===== config.mk =====
export PLATFORM = sky130hd
export DESIGN_NAME = pipe_ctrl_flat
export DESIGN_NICKNAME = d
export VERILOG_FILES = /design/src/rtl/pipe_ctrl_if.sv /design/src/rtl/pipe_ctrl.sv /design/src/flat_wrapper.sv
export SDC_FILE = /design/constraint.sdc
export NUM_CORES = 1
export LEC_CHECK = 0
export CAP_MARGIN = 20
export CORE_MARGIN = 4
export CORE_UTILIZATION = 50
export CTS_CLUSTER_DIAMETER = 80
export DETAILED_ROUTE_END_ITERATION = 12
export MAX_ROUTING_LAYER = met4
export PLACE_DENSITY = 0.88
export REMOVE_ABC_BUFFERS = 1
export SETUP_SLACK_MARGIN = 0.3
export SYNTH_ARGS = -nofsm -noshare
export SYNTH_HDL_FRONTEND = slang
export SYNTH_SLANG_ARGS = --single-unit
export TNS_END_PERCENT = 30

===== constraint.sdc =====
create_clock -name clk -period 4.01 [get_ports clk]
set_input_delay 0.802 -clock clk [delete_from_list [all_inputs] [get_ports clk]]
set_output_delay 0.802 -clock clk [all_outputs]
set_load 0.05 [all_outputs]

===== src/rtl/pipe_ctrl_if.sv =====
// Pipeline control bundle: hazard inputs from decode/execute/memory and the
// stall, bubble and status outputs from the controller.
interface pipe_ctrl_if;
    logic [4:0]  decode_i_rs1;
    logic [4:0]  decode_i_rs2;
    logic        decode_i_rs1_used;
    logic        decode_i_rs2_used;
    logic        regE_i_is_load;
    logic [4:0]  regE_i_wb_rd;
    logic        execute_i_redirect;
    logic        regM_i_mem_req;
    logic        dmem_i_ack;
    logic        dmem_o_req;
    logic        ctrl_o_F_stall;
    logic        ctrl_o_D_stall;
    logic        ctrl_o_E_stall;
    logic        ctrl_o_M_stall;
    logic        ctrl_o_D_bubble;
    logic        ctrl_o_E_bubble;
    logic        ctrl_o_W_bubble;
    logic        ctrl_o_err;
    logic [31:0] ctrl_o_stall_cnt;
    logic [15:0] ctrl_o_flush_cnt;

    modport master (
        input  decode_i_rs1, decode_i_rs2, decode_i_rs1_used, decode_i_rs2_used,
        input  regE_i_is_load, regE_i_wb_rd, execute_i_redirect,
        input  regM_i_mem_req, dmem_i_ack,
        output dmem_o_req,
        output ctrl_o_F_stall, ctrl_o_D_stall, ctrl_o_E_stall, ctrl_o_M_stall,
        output ctrl_o_D_bubble, ctrl_o_E_bubble, ctrl_o_W_bubble,
        output ctrl_o_err, ctrl_o_stall_cnt, ctrl_o_flush_cnt
    );

    modport slave (
        output decode_i_rs1, decode_i_rs2, decode_i_rs1_used, decode_i_rs2_used,
        output regE_i_is_load, regE_i_wb_rd, execute_i_redirect,
        output regM_i_mem_req, dmem_i_ack,
        input  dmem_o_req,
        input  ctrl_o_F_stall, ctrl_o_D_stall, ctrl_o_E_stall, ctrl_o_M_stall,
        input  ctrl_o_D_bubble, ctrl_o_E_bubble, ctrl_o_W_bubble,
        input  ctrl_o_err, ctrl_o_stall_cnt, ctrl_o_flush_cnt
    );
endinterface


===== src/rtl/pipe_ctrl.sv =====
// Five-stage pipeline hazard controller: memory-wait stalls with timeout,
// redirect flushes and load-use interlock, plus stall/flush statistics.
//
// state    | meaning
// S_RUN    | normal flow; zero-wait memory accesses pass without stall
// S_MEM_WAIT | data access outstanding, pipeline frozen, wait counter running
// S_ERR    | memory timeout; pipeline frozen and dmem request dropped until reset
module pipe_ctrl #(
    parameter logic [7:0] MEM_TIMEOUT = 8'd255
) (
    input logic        clk,
    input logic        rst,
    pipe_ctrl_if.master bus
);

    typedef enum logic [1:0] {
        S_RUN      = 2'd0,
        S_MEM_WAIT = 2'd1,
        S_ERR      = 2'd2
    } state_t;

    state_t      state_q, state_d;
    logic [7:0]  wait_q, wait_d;
    logic [31:0] stall_cnt_q;
    logic [15:0] flush_cnt_q;

    logic mem_stall;
    logic req_raw;
    logic load_use;
    logic redirect_apply;
    logic load_use_apply;
    logic f_stall, d_stall, e_stall, m_stall;
    logic d_bubble, e_bubble, w_bubble;
    logic dmem_req;

    always_ff @(posedge clk) begin
        if (!rst) begin
            state_q     <= S_RUN;
            wait_q      <= 8'd0;
            stall_cnt_q <= 32'd0;
            flush_cnt_q <= 16'd0;
        end else begin
            state_q <= state_d;
            wait_q  <= wait_d;
            if (f_stall && (stall_cnt_q != 32'hFFFF_FFFF))
                stall_cnt_q <= stall_cnt_q + 32'd1;
            if (redirect_apply && (flush_cnt_q != 16'hFFFF))
                flush_cnt_q <= flush_cnt_q + 16'd1;
        end
    end

    always_comb begin
        state_d   = state_q;
        wait_d    = wait_q;
        mem_stall = 1'b0;
        req_raw   = 1'b0;
        case (state_q)
            S_RUN: begin
                req_raw = bus.regM_i_mem_req;
                wait_d  = 8'd0;
                if (bus.regM_i_mem_req && !bus.dmem_i_ack) begin
                    state_d   = S_MEM_WAIT;
                    mem_stall = 1'b1;
                end
            end
            S_MEM_WAIT: begin
                req_raw = bus.regM_i_mem_req;
                if (bus.dmem_i_ack) begin
                    state_d = S_RUN;
                    wait_d  = 8'd0;
                end else begin
                    mem_stall = 1'b1;
                    // an ack on the terminal cycle still completes normally
                    if (wait_q == MEM_TIMEOUT)
                        state_d = S_ERR;
                    else
                        wait_d = wait_q + 8'd1;
                end
            end
            S_ERR: begin
                mem_stall = 1'b1;
            end
            default: begin
                state_d = S_RUN;
                wait_d  = 8'd0;
            end
        endcase
    end

    always_comb begin
        load_use = bus.regE_i_is_load && (bus.regE_i_wb_rd != 5'd0) &&
                   (((bus.regE_i_wb_rd == bus.decode_i_rs1) && bus.decode_i_rs1_used) ||
                    ((bus.regE_i_wb_rd == bus.decode_i_rs2) && bus.decode_i_rs2_used));
        redirect_apply = rst && !mem_stall && bus.execute_i_redirect;
        load_use_apply = rst && !mem_stall && !bus.execute_i_redirect && load_use;

        f_stall  = 1'b0;
        d_stall  = 1'b0;
        e_stall  = 1'b0;
        m_stall  = 1'b0;
        d_bubble = 1'b0;
        e_bubble = 1'b0;
        w_bubble = 1'b0;
        dmem_req = 1'b0;
        if (rst) begin
            dmem_req = req_raw;
            if (mem_stall) begin
                f_stall  = 1'b1;
                d_stall  = 1'b1;
                e_stall  = 1'b1;
                m_stall  = 1'b1;
                w_bubble = 1'b1;
            end else if (redirect_apply) begin
                d_bubble = 1'b1;
                e_bubble = 1'b1;
            end else if (load_use_apply) begin
                f_stall  = 1'b1;
                d_stall  = 1'b1;
                e_bubble = 1'b1;
            end
        end
    end

    assign bus.dmem_o_req       = dmem_req;
    assign bus.ctrl_o_F_stall   = f_stall;
    assign bus.ctrl_o_D_stall   = d_stall;
    assign bus.ctrl_o_E_stall   = e_stall;
    assign bus.ctrl_o_M_stall   = m_stall;
    assign bus.ctrl_o_D_bubble  = d_bubble;
    assign bus.ctrl_o_E_bubble  = e_bubble;
    assign bus.ctrl_o_W_bubble  = w_bubble;
    assign bus.ctrl_o_err       = (state_q == S_ERR);
    assign bus.ctrl_o_stall_cnt = stall_cnt_q;
    assign bus.ctrl_o_flush_cnt = flush_cnt_q;

endmodule

===== src/flat_wrapper.sv =====
// flat-port wrapper written by rule: the top's interface ports become plain ports
module pipe_ctrl_flat 
#(
    parameter logic [7:0] MEM_TIMEOUT = 8'd255
)
  (clk, rst, bus_decode_i_rs1, bus_decode_i_rs2, bus_decode_i_rs1_used, bus_decode_i_rs2_used, bus_regE_i_is_load, bus_regE_i_wb_rd, bus_execute_i_redirect, bus_regM_i_mem_req, bus_dmem_i_ack, bus_dmem_o_req, bus_ctrl_o_F_stall, bus_ctrl_o_D_stall, bus_ctrl_o_E_stall, bus_ctrl_o_M_stall, bus_ctrl_o_D_bubble, bus_ctrl_o_E_bubble, bus_ctrl_o_W_bubble, bus_ctrl_o_err, bus_ctrl_o_stall_cnt, bus_ctrl_o_flush_cnt);
  pipe_ctrl_if bus_i ();
  input logic clk;
  input logic rst;
  input wire logic [$bits(bus_i.decode_i_rs1)-1:0] bus_decode_i_rs1;
  input wire logic [$bits(bus_i.decode_i_rs2)-1:0] bus_decode_i_rs2;
  input wire logic [$bits(bus_i.decode_i_rs1_used)-1:0] bus_decode_i_rs1_used;
  input wire logic [$bits(bus_i.decode_i_rs2_used)-1:0] bus_decode_i_rs2_used;
  input wire logic [$bits(bus_i.regE_i_is_load)-1:0] bus_regE_i_is_load;
  input wire logic [$bits(bus_i.regE_i_wb_rd)-1:0] bus_regE_i_wb_rd;
  input wire logic [$bits(bus_i.execute_i_redirect)-1:0] bus_execute_i_redirect;
  input wire logic [$bits(bus_i.regM_i_mem_req)-1:0] bus_regM_i_mem_req;
  input wire logic [$bits(bus_i.dmem_i_ack)-1:0] bus_dmem_i_ack;
  output wire logic [$bits(bus_i.dmem_o_req)-1:0] bus_dmem_o_req;
  output wire logic [$bits(bus_i.ctrl_o_F_stall)-1:0] bus_ctrl_o_F_stall;
  output wire logic [$bits(bus_i.ctrl_o_D_stall)-1:0] bus_ctrl_o_D_stall;
  output wire logic [$bits(bus_i.ctrl_o_E_stall)-1:0] bus_ctrl_o_E_stall;
  output wire logic [$bits(bus_i.ctrl_o_M_stall)-1:0] bus_ctrl_o_M_stall;
  output wire logic [$bits(bus_i.ctrl_o_D_bubble)-1:0] bus_ctrl_o_D_bubble;
  output wire logic [$bits(bus_i.ctrl_o_E_bubble)-1:0] bus_ctrl_o_E_bubble;
  output wire logic [$bits(bus_i.ctrl_o_W_bubble)-1:0] bus_ctrl_o_W_bubble;
  output wire logic [$bits(bus_i.ctrl_o_err)-1:0] bus_ctrl_o_err;
  output wire logic [$bits(bus_i.ctrl_o_stall_cnt)-1:0] bus_ctrl_o_stall_cnt;
  output wire logic [$bits(bus_i.ctrl_o_flush_cnt)-1:0] bus_ctrl_o_flush_cnt;
  assign bus_i.decode_i_rs1 = bus_decode_i_rs1;
  assign bus_i.decode_i_rs2 = bus_decode_i_rs2;
  assign bus_i.decode_i_rs1_used = bus_decode_i_rs1_used;
  assign bus_i.decode_i_rs2_used = bus_decode_i_rs2_used;
  assign bus_i.regE_i_is_load = bus_regE_i_is_load;
  assign bus_i.regE_i_wb_rd = bus_regE_i_wb_rd;
  assign bus_i.execute_i_redirect = bus_execute_i_redirect;
  assign bus_i.regM_i_mem_req = bus_regM_i_mem_req;
  assign bus_i.dmem_i_ack = bus_dmem_i_ack;
  assign bus_dmem_o_req = bus_i.dmem_o_req;
  assign bus_ctrl_o_F_stall = bus_i.ctrl_o_F_stall;
  assign bus_ctrl_o_D_stall = bus_i.ctrl_o_D_stall;
  assign bus_ctrl_o_E_stall = bus_i.ctrl_o_E_stall;
  assign bus_ctrl_o_M_stall = bus_i.ctrl_o_M_stall;
  assign bus_ctrl_o_D_bubble = bus_i.ctrl_o_D_bubble;
  assign bus_ctrl_o_E_bubble = bus_i.ctrl_o_E_bubble;
  assign bus_ctrl_o_W_bubble = bus_i.ctrl_o_W_bubble;
  assign bus_ctrl_o_err = bus_i.ctrl_o_err;
  assign bus_ctrl_o_stall_cnt = bus_i.ctrl_o_stall_cnt;
  assign bus_ctrl_o_flush_cnt = bus_i.ctrl_o_flush_cnt;
  pipe_ctrl #(.MEM_TIMEOUT(MEM_TIMEOUT)) u_core (.clk(clk), .rst(rst), .bus(bus_i));
endmodule

==> impl_metrics.env <==
export IMPL_clk_path_buf_depth=2
export IMPL_seqCellArea_um2=1160
export IMPL_core_rowCount=27
export IMPL_cts_buffers=9
export IMPL_antenna_found_initial=0
export IMPL_hold_start="u_core.wait_q[5]"
export IMPL_synth_ff_type="dfxtp_1"
export IMPL_hold_path_class="register to register"
export IMPL_ys_ff_latch=58
export IMPL_fin_util_pct=71.5
export IMPL_netlist_area_um2=2950
export IMPL_layout_commonest_cell="clkdlybuf4s50_1"
export IMPL_slowest_stage="clkdlybuf4s50_1"
export IMPL_cts_root_buffer="clkbuf_8"
export IMPL_yosysSeqAreaShare_pct=39.4
export IMPL_hold_viol_final=0
export IMPL_r2r_slack_ns=1.48
export IMPL_yosys_warnings=0
export IMPL_htreeDepth=3
export IMPL_gp_congestion=0.814
export IMPL_die_h_um=84.8
export IMPL_cts_sinks=58
export IMPL_min_path_cells=2
export IMPL_syn_area_per_cell_um2=8.33
export IMPL_max_cap_violations=0
export IMPL_critPathArrivalTime_ns=2.80
export IMPL_first_global_vias=2856
export IMPL_postCtsSetupBuffers=0
export IMPL_cp_num_buf_inv=2
export IMPL_drive_gt1_share_pct=7.08
export IMPL_ys_types=46
export IMPL_port_buffers=79
export IMPL_clock_fmax_ghz=0.278
export IMPL_start_util_pct=52.6
export IMPL_rsz0062_at_grt="false"
export IMPL_drc=0
export IMPL_nNetsFinal=459
export IMPL_cp_common_cell="clkdlybuf4s50_1"
export IMPL_syn_inst=354
export IMPL_synth_area_leaders="dfxtp_1 (39%), or3_1 (6.1%), a21oi_1 (5.6%)"
export IMPL_worst_setup_path_start_kind="input pin"
export IMPL_die_area_um2=7190
export IMPL_clock_skew_ns=0.0107
export IMPL_max_stage_delay_ns=0.83
export IMPL_grt_max_degree=44
export IMPL_final_cell_mix="clkdlybuf4s50_1 (74), dfxtp_1 (58), a21oi_1 (33)"
export IMPL_timing_rr_start="u_core.bus.ctrl_o_stall_cnt[0]"
export IMPL_routedWlPerCell_um=14.5
export IMPL_r2r_end="u_core.bus.ctrl_o_stall_cnt[30]"
export IMPL_max_vdd_ir_drop_mv=0.209
export IMPL_synth_edf_count=0
export IMPL_critPathKind="input pin to primary output"
export IMPL_area_growth_pct=35.8
export IMPL_p_per_area_nw_per_um2=312
export IMPL_die_x_um=84.8
export IMPL_clkLatencyLatePin_ns=0.33
export IMPL_endpoint_kind="primary output"
export IMPL_cp_max_fo=4
export IMPL_diodes=0
export IMPL_cts_hold_buf=0
export IMPL_setup_violations=0
export IMPL_cts_resized=0
export IMPL_cp_cell_sequence="clkdlybuf4s50_1, o21bai_1, o21ai_1, and2_1, clkdlybuf4s50_1"
export IMPL_io_pins=80
export IMPL_drtIter0Drc=174
export IMPL_n_fill_cell=449
export IMPL_period_share_pct=89.8
export IMPL_whs_ns=0.484
export IMPL_rr_worst_depth=7
export IMPL_grt_ovfl_total=0
export IMPL_yosysTopAreaCell="dfxtp_1"
export IMPL_via_per_inst=5.89
export IMPL_multi_input_area_um2=1660
export IMPL_relSlewSlack_pct=57.2
export IMPL_clk_pin_slew_worst_paths_ns=0.06
export IMPL_synthArstFlopShare_pct=0
export IMPL_required_ns=3.21
export IMPL_yosysTopAreaCellShare_pct=39.4
export IMPL_tightest_slew_ns=0.637
export IMPL_global_route_usage_total_pct=21.3
export IMPL_holdPathEnd="u_core.wait_q[5]"
export IMPL_slew_viol_final=0
export IMPL_finalCriticalPeriod_ns=3.60
export IMPL_coreArea_um2=5610
export IMPL_wl_um=7410
export IMPL_dp_hpwl_um=5300
export IMPL_cts_tree="built"
export IMPL_drt_pass1_iterations=5
export IMPL_status="finished clean"
export IMPL_vias=3005
export IMPL_grt_pass1_wl_um=12500
export IMPL_p_leak_nw=1.29
export IMPL_critical_path_top_delay_family="buffers and inverters"
export IMPL_ant_nets=0
layout make-up:
class / count / area share, %
multi-input cells: 270 / 41.5
repair buffers: 84 / 21.0
clock inverters: 3 / 1.16
clock buffers: 13 / 4.21
inverters: 10 / 0.937
well taps: 72 / 2.25
flip-flops and latches: 58 / 29.0
layer usage:
metal  vias up  global-route usage, %  part of all wire (%)
met4         0                   9.50                   2.1
li1       1472                      -                     -
met5         -                      -                     0
met1      1388                   24.9                    42
met3        17                   4.27                   7.3
met2       128                   35.4                    48
power by group:
part | switching, W | internal (W) | leakage [nW]
Sequential | 0.00000265 | 0.000578 | 0.467
Clock | 0.000225 | 0.000339 | 0.106
Combinational | 0.0000593 | 0.0000457 | 0.720
Total | 0.000287 | 0.000963 | 1.29
cells by family after synthesis:
logic type / share of synthesized area, %
AO/OA/AOI/OAI: 18.2
XOR/XNOR: 6.83
adder cells (fa/ha/maj): 1.27
buffers and inverters: 4.28
flip-flops: 39.4
multiplexers: 1.36
AND/OR/NAND/NOR: 28.7
through the flow:
| step | instances | power [W] | setup TNS, ns | cell area [um2] | setup slack, ns |
|---|---|---|---|---|---|
| after global routing | 510 | 0.00129 | 0 | 4010 | 0.345 |
| after CTS | 510 | 0.00126 | 0 | 4010 | 0.427 |
| after global placement | 494 | 0.000696 | 0 | 3790 | 0.485 |
| after floorplan | 338 | 0.000646 | -0.163 | 2860 | -0.0816 |
| after detailed placement | 494 | 0.000699 | 0 | 3790 | 0.423 |
| final | 510 | 0.00125 | 0 | 4010 | 0.407 |
worst register-to-register path: stages (launching register included):
cell and delay, ns:
dfxtp_1 0.44, ha_1 0.26, nand2_1 0.09, nor4_1 0.58, a21boi_2 0.47, nand4_1 0.16, or3_1 0.33, a21oi_1 0.14
registers in the layout (all words and copies together), names as in the netlist:
| signal | cells |
|---|---|
| u_core.state_q | 2 |
| u_core.bus.ctrl_o_stall_cnt | 32 |
| u_core.bus.ctrl_o_flush_cnt | 16 |
| u_core.wait_q | 8 |
worst max-delay path by stage:
stage                               end      startpoint  depth (start not counted)  slack [ns]
global placement    bus_ctrl_o_W_bubble  bus_dmem_i_ack                          5        0.49
global route        bus_ctrl_o_W_bubble  bus_dmem_i_ack                          5        0.34
CTS                  bus_ctrl_o_M_stall  bus_dmem_i_ack                          5        0.43
floorplan            bus_ctrl_o_D_stall  bus_dmem_i_ack                          5       -0.08
finish               bus_ctrl_o_M_stall  bus_dmem_i_ack                          5        0.41
detailed placement   bus_ctrl_o_M_stall  bus_dmem_i_ack                          5        0.42
cell usage after synthesis (2+ instances only):
cell / number
nor3b_1: 2
nand2_1: 18
nand2b_1: 4
buf_4: 5
clkbuf_1: 8
nand3b_1: 2
and3_1: 10
or4_1: 5
nor3_1: 5
dfxtp_1: 58
nand4_1: 14
and2_1: 3
and4_1: 2
buf_2: 2
xnor2_1: 7
a21oi_1: 33
and2_0: 2
nor4_2: 3
inv_1: 10
ha_1: 3
o211ai_1: 7
o21ai_0: 28
or3_1: 29
nor2_1: 22
nand3_1: 23
xor2_1: 16
mux2i_1: 4
o21a_1: 2
o31ai_1: 10
(Power assumes the default switching activity.)
